<file path="src/rtl/mem_port_arbiter.sv">
// Two-port arbiter for the unified instruction/data memory: core vs. debug/loader.
// Round-robin between ports, with a bounded exclusive debug burst under d_lock.
module mem_port_arbiter #(
    parameter int unsigned ADDR_W    = 32,
    parameter int unsigned DATA_W    = 32,
    parameter int unsigned MAX_BURST = 4
) (
    input  logic              clk,
    input  logic              reset,
    // core port
    input  logic              c_req,
    input  logic              c_we,
    input  logic [ADDR_W-1:0] c_addr,
    input  logic [DATA_W-1:0] c_wdata,
    output logic              c_gnt,
    output logic              c_rvalid,
    output logic [DATA_W-1:0] c_rdata,
    // debug/loader port
    input  logic              d_req,
    input  logic              d_we,
    input  logic              d_lock,
    input  logic [ADDR_W-1:0] d_addr,
    input  logic [DATA_W-1:0] d_wdata,
    output logic              d_gnt,
    output logic              d_rvalid,
    output logic [DATA_W-1:0] d_rdata,
    // memory
    output logic [ADDR_W-1:0] mem_a,
    output logic [DATA_W-1:0] mem_wd,
    output logic              mem_we,
    input  logic [DATA_W-1:0] mem_rd
);

    localparam int unsigned CNT_W = $clog2(MAX_BURST + 1);
    localparam logic [CNT_W-1:0] BURST_MAX = CNT_W'(MAX_BURST);

    typedef enum logic {StRr, StDlock} state_e;

    state_e           state;
    logic             last_dbg;   // 1: debug won the most recent grant
    logic [CNT_W-1:0] burst_cnt;
    logic             c_rv_q;
    logic             d_rv_q;

    logic rr_c, rr_d, lock_active, forced_c, gnt_c, gnt_d;

    always_comb begin
        rr_c        = c_req & (~d_req | last_dbg);
        rr_d        = d_req & ~rr_c;
        lock_active = (state == StDlock) & d_req & d_lock;
        forced_c    = (burst_cnt == BURST_MAX) & c_req;
        if (lock_active) begin
            gnt_c = forced_c;
            gnt_d = ~forced_c;
        end else begin
            gnt_c = rr_c;
            gnt_d = rr_d;
        end
    end

    // Outputs are held at their reset values while reset is asserted.
    assign c_gnt    = gnt_c & ~reset;
    assign d_gnt    = gnt_d & ~reset;
    assign c_rvalid = c_rv_q & ~reset;
    assign d_rvalid = d_rv_q & ~reset;
    assign c_rdata  = mem_rd;
    assign d_rdata  = mem_rd;

    assign mem_a  = d_gnt ? d_addr  : c_addr;
    assign mem_wd = d_gnt ? d_wdata : c_wdata;
    assign mem_we = (c_gnt & c_we) | (d_gnt & d_we);

    always_ff @(posedge clk) begin
        if (reset) begin
            state     <= StRr;
            last_dbg  <= 1'b1;
            burst_cnt <= '0;
            c_rv_q    <= 1'b0;
            d_rv_q    <= 1'b0;
        end else begin
            c_rv_q <= c_gnt & ~c_we;
            d_rv_q <= d_gnt & ~d_we;
            if (c_gnt) begin
                last_dbg <= 1'b0;
            end else if (d_gnt) begin
                last_dbg <= 1'b1;
            end
            case (state)
                StRr: begin
                    if (d_gnt & d_lock) begin
                        state     <= StDlock;
                        burst_cnt <= CNT_W'(1);
                    end
                end
                StDlock: begin
                    if (!(d_req & d_lock)) begin
                        state     <= StRr;
                        burst_cnt <= '0;
                    end else if (c_gnt) begin
                        burst_cnt <= '0;
                    end else if (burst_cnt != BURST_MAX) begin
                        burst_cnt <= burst_cnt + 1'b1;
                    end
                end
                default: state <= StRr;
            endcase
        end
    end

endmodule
</file>
<file path="config.mk">
export PLATFORM = sky130hd
export DESIGN_NAME = mem_port_arbiter
export DESIGN_NICKNAME = d
export VERILOG_FILES = /design/src/rtl/mem_port_arbiter.sv
export SDC_FILE = /design/constraint.sdc
export NUM_CORES = 1
export LEC_CHECK = 0
export BUFFER_PORTS_ARGS = -buffer_cell sky130_fd_sc_hd__buf_2
export CAP_MARGIN = 30
export CORE_AREA = 2 2 118 120
export DETAILED_ROUTE_END_ITERATION = 8
export DIE_AREA = 0 0 120 122
export SYNTH_ARGS = -nofsm -noshare
export SYNTH_HDL_FRONTEND = slang
export SYNTH_SLANG_ARGS = --single-unit
</file>
<file path="constraint.sdc">
create_clock -name clk -period 3 [get_ports clk]
set_clock_uncertainty 0.1 [all_clocks]
set_input_delay 0.3 -clock clk [delete_from_list [all_inputs] [get_ports clk]]
set_output_delay 0.3 -clock clk [all_outputs]
set_load 0.01 [all_outputs]
</file>
==> impl_metrics.toml <==
[timing]
final.setup.tns_ns = 0
period_needed_ns = 2.80
layout_worst_path_cycle_share_pct = 93.2
maxSlewHeadroom_pct = 78.9
timing.final.setup_violations = 0
rsz0062_at_grt = "false"
final_hold_viol_count = 0
final_ws_setup_ns = 0.204
worst_pin_slew_ns = 0.312
finalMaxSlewViolations = 0
achievable-frequency_ghz = 0.358
timing.hold.ws_ns = 0.142

[final_layout]
syn2layout_area_growth_pct = 43.3
antenna_cells_inserted = 0
drive_above_1_share_pct = 83.6
design.final.nets = 499
layout.cells.non_filler = 509
finalInstanceArea_um2 = 2660
final_util_pct = 19.7

[power_and_ir_drop]
peak_supply_drop_v = 0.000159
finalPower_mw = 0.686
leakagePower_nw = 1.50
cellPowerDensity_nw_per_um2 = 257

[worst_setup_path]
worst-path-max-fanout = 43
setup.worst_path.start = "burst_cnt[0]"
regToRegEndpoint = "d_rv_q"
startpoint_type = "register"
buffers_inverters_on_critical_path = 3
worst_ep_required_time_ns = 2.60
reg2reg_slack_ns = 1.08
worst_r2r_path_depth = 7
cpMaxStageDelayCell = "sky130_fd_sc_hd__dfxtp_1"
critical-path-top-delay-family = "simple AND/OR/NAND/NOR gates"
worstSetupPathType = "register to output port"
cp.arrival_ns = 2.40
termination_of_the_worst_setup_path = "mem_a[29]"
reg2reg_from = "burst_cnt[0]"
timing.critical_path.slowest_cell_delay_ns = 0.35
critical_path_depth = 8
timing.critical_path.cells = "inv_1 -> ha_1 -> and4_4 -> or2_1 -> a211o_4 -> buf_12 -> mux2_4 -> buf_2"
crit_path_end_kind = "output port"

[synthesis]
synthCells = 193
synth-edff-count = 0
yosysTopAreaCellShare_pct = 30.7
post_synthesis_cell_type_with_the_largest_combined_area = "sky130_fd_sc_hd__mux2_4"
share_of_async_settable_or_async_resettable_flops_after_synthesis_pct = 0
share_of_the_yosys_chip_area_belonging_to_registers_pct = 7.54
synth.ff_latch_count = 7
ys.warnings.count = 0
postSynthNetCount = 362
synthDistinctLibCells = 33
synthesis.area_per_instance_um2 = 9.63
postSynth.topFlopCell = "sky130_fd_sc_hd__dfxtp_1"
synth_area_um2 = 1860
synth.top_cells.by_area = "sky130_fd_sc_hd__mux2_4 (31%), sky130_fd_sc_hd__buf_4 (26%), sky130_fd_sc_hd__mux2_2 (16%), sky130_fd_sc_hd__dfxtp_1 (7.5%), sky130_fd_sc_hd__buf_6 (3.0%)"

[hold_path]
hold_class = "primary input to register"

[detailed_routing]
post_drt_wl_per_cell_um = 12.1
drt_pass_1_iters = 4
drt-initial-drc-count = 62
detail-route-antenna-nets = 0
drt-total-wl_mm = 6.17
route.detailed.drc = 0
via_count = 1876
vias_per_cell = 3.69

[floorplan]
io-pin-count = 300
chipHeight_um = 122
num_rows = 43
core_area_um2 = 13500
initial_utilization_pct = 13.8
fp.dieArea_um2 = 14600
die_x_um = 120

[cts]
cts_hold_buffers = 0
cts_resized = 0
cts-buffers-inserted = 3
clkSlewWorstSetupHoldPaths_ns = 0.04
post-cts-setup-buffers = 0
max-clock-path-buffers = 2
cts_tree = "built"
cts.sinks = 7
clock_latency_ns = 0.23
clock_tree.htree_level_count = 1
clock_tree.root_cell = "sky130_fd_sc_hd__clkbuf_16"

[placed_design]
dpl-instance-area_um2 = 2580
place_hpwl_mm = 5.41
buffer_ports.inserted = 203
dp_worst_setup_slack_ns = 0.463
dpl.cell_count = 505
place.gp.congestion = 0.760

[global_route]
maximum_number_of_pins_on_one_net_before_global_route_repair = 44
first_global_vias = 1719
grt_first_pass_wirelength_mm = 8.29
grt-ovfl-total = 0
antenna_found_initial = 0
gr-usage-all-layers_pct = 7.14

[flow_run]
drv_cap = 0

[outcome]
outcome = "complete, no violations"
-- sequential cells by signal, indices dropped and copies added, names as in the netlist --
name,cells
burst_cnt,3
c_rv_q,1
state,1
last_dbg,1
d_rv_q,1
-- worst min-delay path by stage --
stage | to | startpoint | cells after the start
5_1_grt | d_rv_q | d_we | 2
3_3_place_gp | d_rv_q | d_we | 2
4_1_cts | d_rv_q | d_we | 2
3_5_place_dp | d_rv_q | d_we | 2
2_1_floorplan | c_rv_q | c_we | 1
6_report | d_rv_q | d_we | 2
-- power breakdown --
group	internal, mW	switching (mW)	total [mW]
Combinational	0.206	0.147	0.354
Sequential	0.0968	0.00289	0.0997
Clock	0.177	0.0552	0.233
Total	0.480	0.205	0.686
-- area by class of cell --
| cell class | instances | area (µm²) |
|---|---|---|
| timing repair buffer | 206 | 1050 |
| sequential | 7 | 140 |
| clock buffer | 4 | 78.8 |
| multi-input combinational | 106 | 1150 |
| inverter | 6 | 22.5 |
| tap | 180 | 225 |
| fill | 1523 | 10800 |
-- cells in the mapped netlist (2+ instances only) --
cell                       instances
sky130_fd_sc_hd__dfxtp_1           7
sky130_fd_sc_hd__mux2_2           26
sky130_fd_sc_hd__o21ai_0           2
sky130_fd_sc_hd__clkbuf_1          2
sky130_fd_sc_hd__nor2_1            6
sky130_fd_sc_hd__nand3_1           3
sky130_fd_sc_hd__a21oi_1           4
sky130_fd_sc_hd__ha_1              2
sky130_fd_sc_hd__mux2_4           38
sky130_fd_sc_hd__buf_4            64
sky130_fd_sc_hd__buf_2             3
sky130_fd_sc_hd__buf_6             5
sky130_fd_sc_hd__inv_1             6
sky130_fd_sc_hd__nor2b_1           3
sky130_fd_sc_hd__mux2i_1           2
sky130_fd_sc_hd__nand2_1           3
-- cell usage in the layout (no fill, tap or decap), types with 2 or more instances in the layout --
master and count:
sky130_fd_sc_hd__buf_2 203, sky130_fd_sc_hd__buf_4 2, sky130_fd_sc_hd__inv_1 6, sky130_fd_sc_hd__clkbuf_16 3, sky130_fd_sc_hd__mux2_2 26, sky130_fd_sc_hd__a21oi_1 4, sky130_fd_sc_hd__ha_1 2, sky130_fd_sc_hd__nand2_1 3
sky130_fd_sc_hd__nand3_1 3, sky130_fd_sc_hd__mux2i_1 2, sky130_fd_sc_hd__mux2_4 38, sky130_fd_sc_hd__o21ai_0 2, sky130_fd_sc_hd__nor2_1 6, sky130_fd_sc_hd__dfxtp_1 7, sky130_fd_sc_hd__nor2b_1 3
-- worst register-to-register path: cells and delay by family, from the launching register on --
family | cells | cell delay [ns]
buf+inv | 2 | 0.26
flops | 1 | 0.35
simple gates | 3 | 0.57
fa+ha+maj | 1 | 0.23
compound gates | 1 | 0.35
-- routing by layer --
metal	global-route usage [%]	wire [µm]
met1	8.76	2430
met2	11.7	2770
met3	2.57	838
met4	2.21	127
met5	0	0
-- kinds of logic (layout without fill, tap and decap cells) --
family                   Yosys count  after routing  synth area share (%)
flip-flops                         7              7                  7.54
buffers and inverters             80            216                  31.3
AND/OR/NAND/NOR                   24             24                  7.13
adder cells (fa/ha/maj)            2              2                  1.35
multiplexers                      66             66                  47.5
AO/OA/AOI/OAI                     14             14                  5.18
Note: power is estimated with default switching activity, not from simulation.
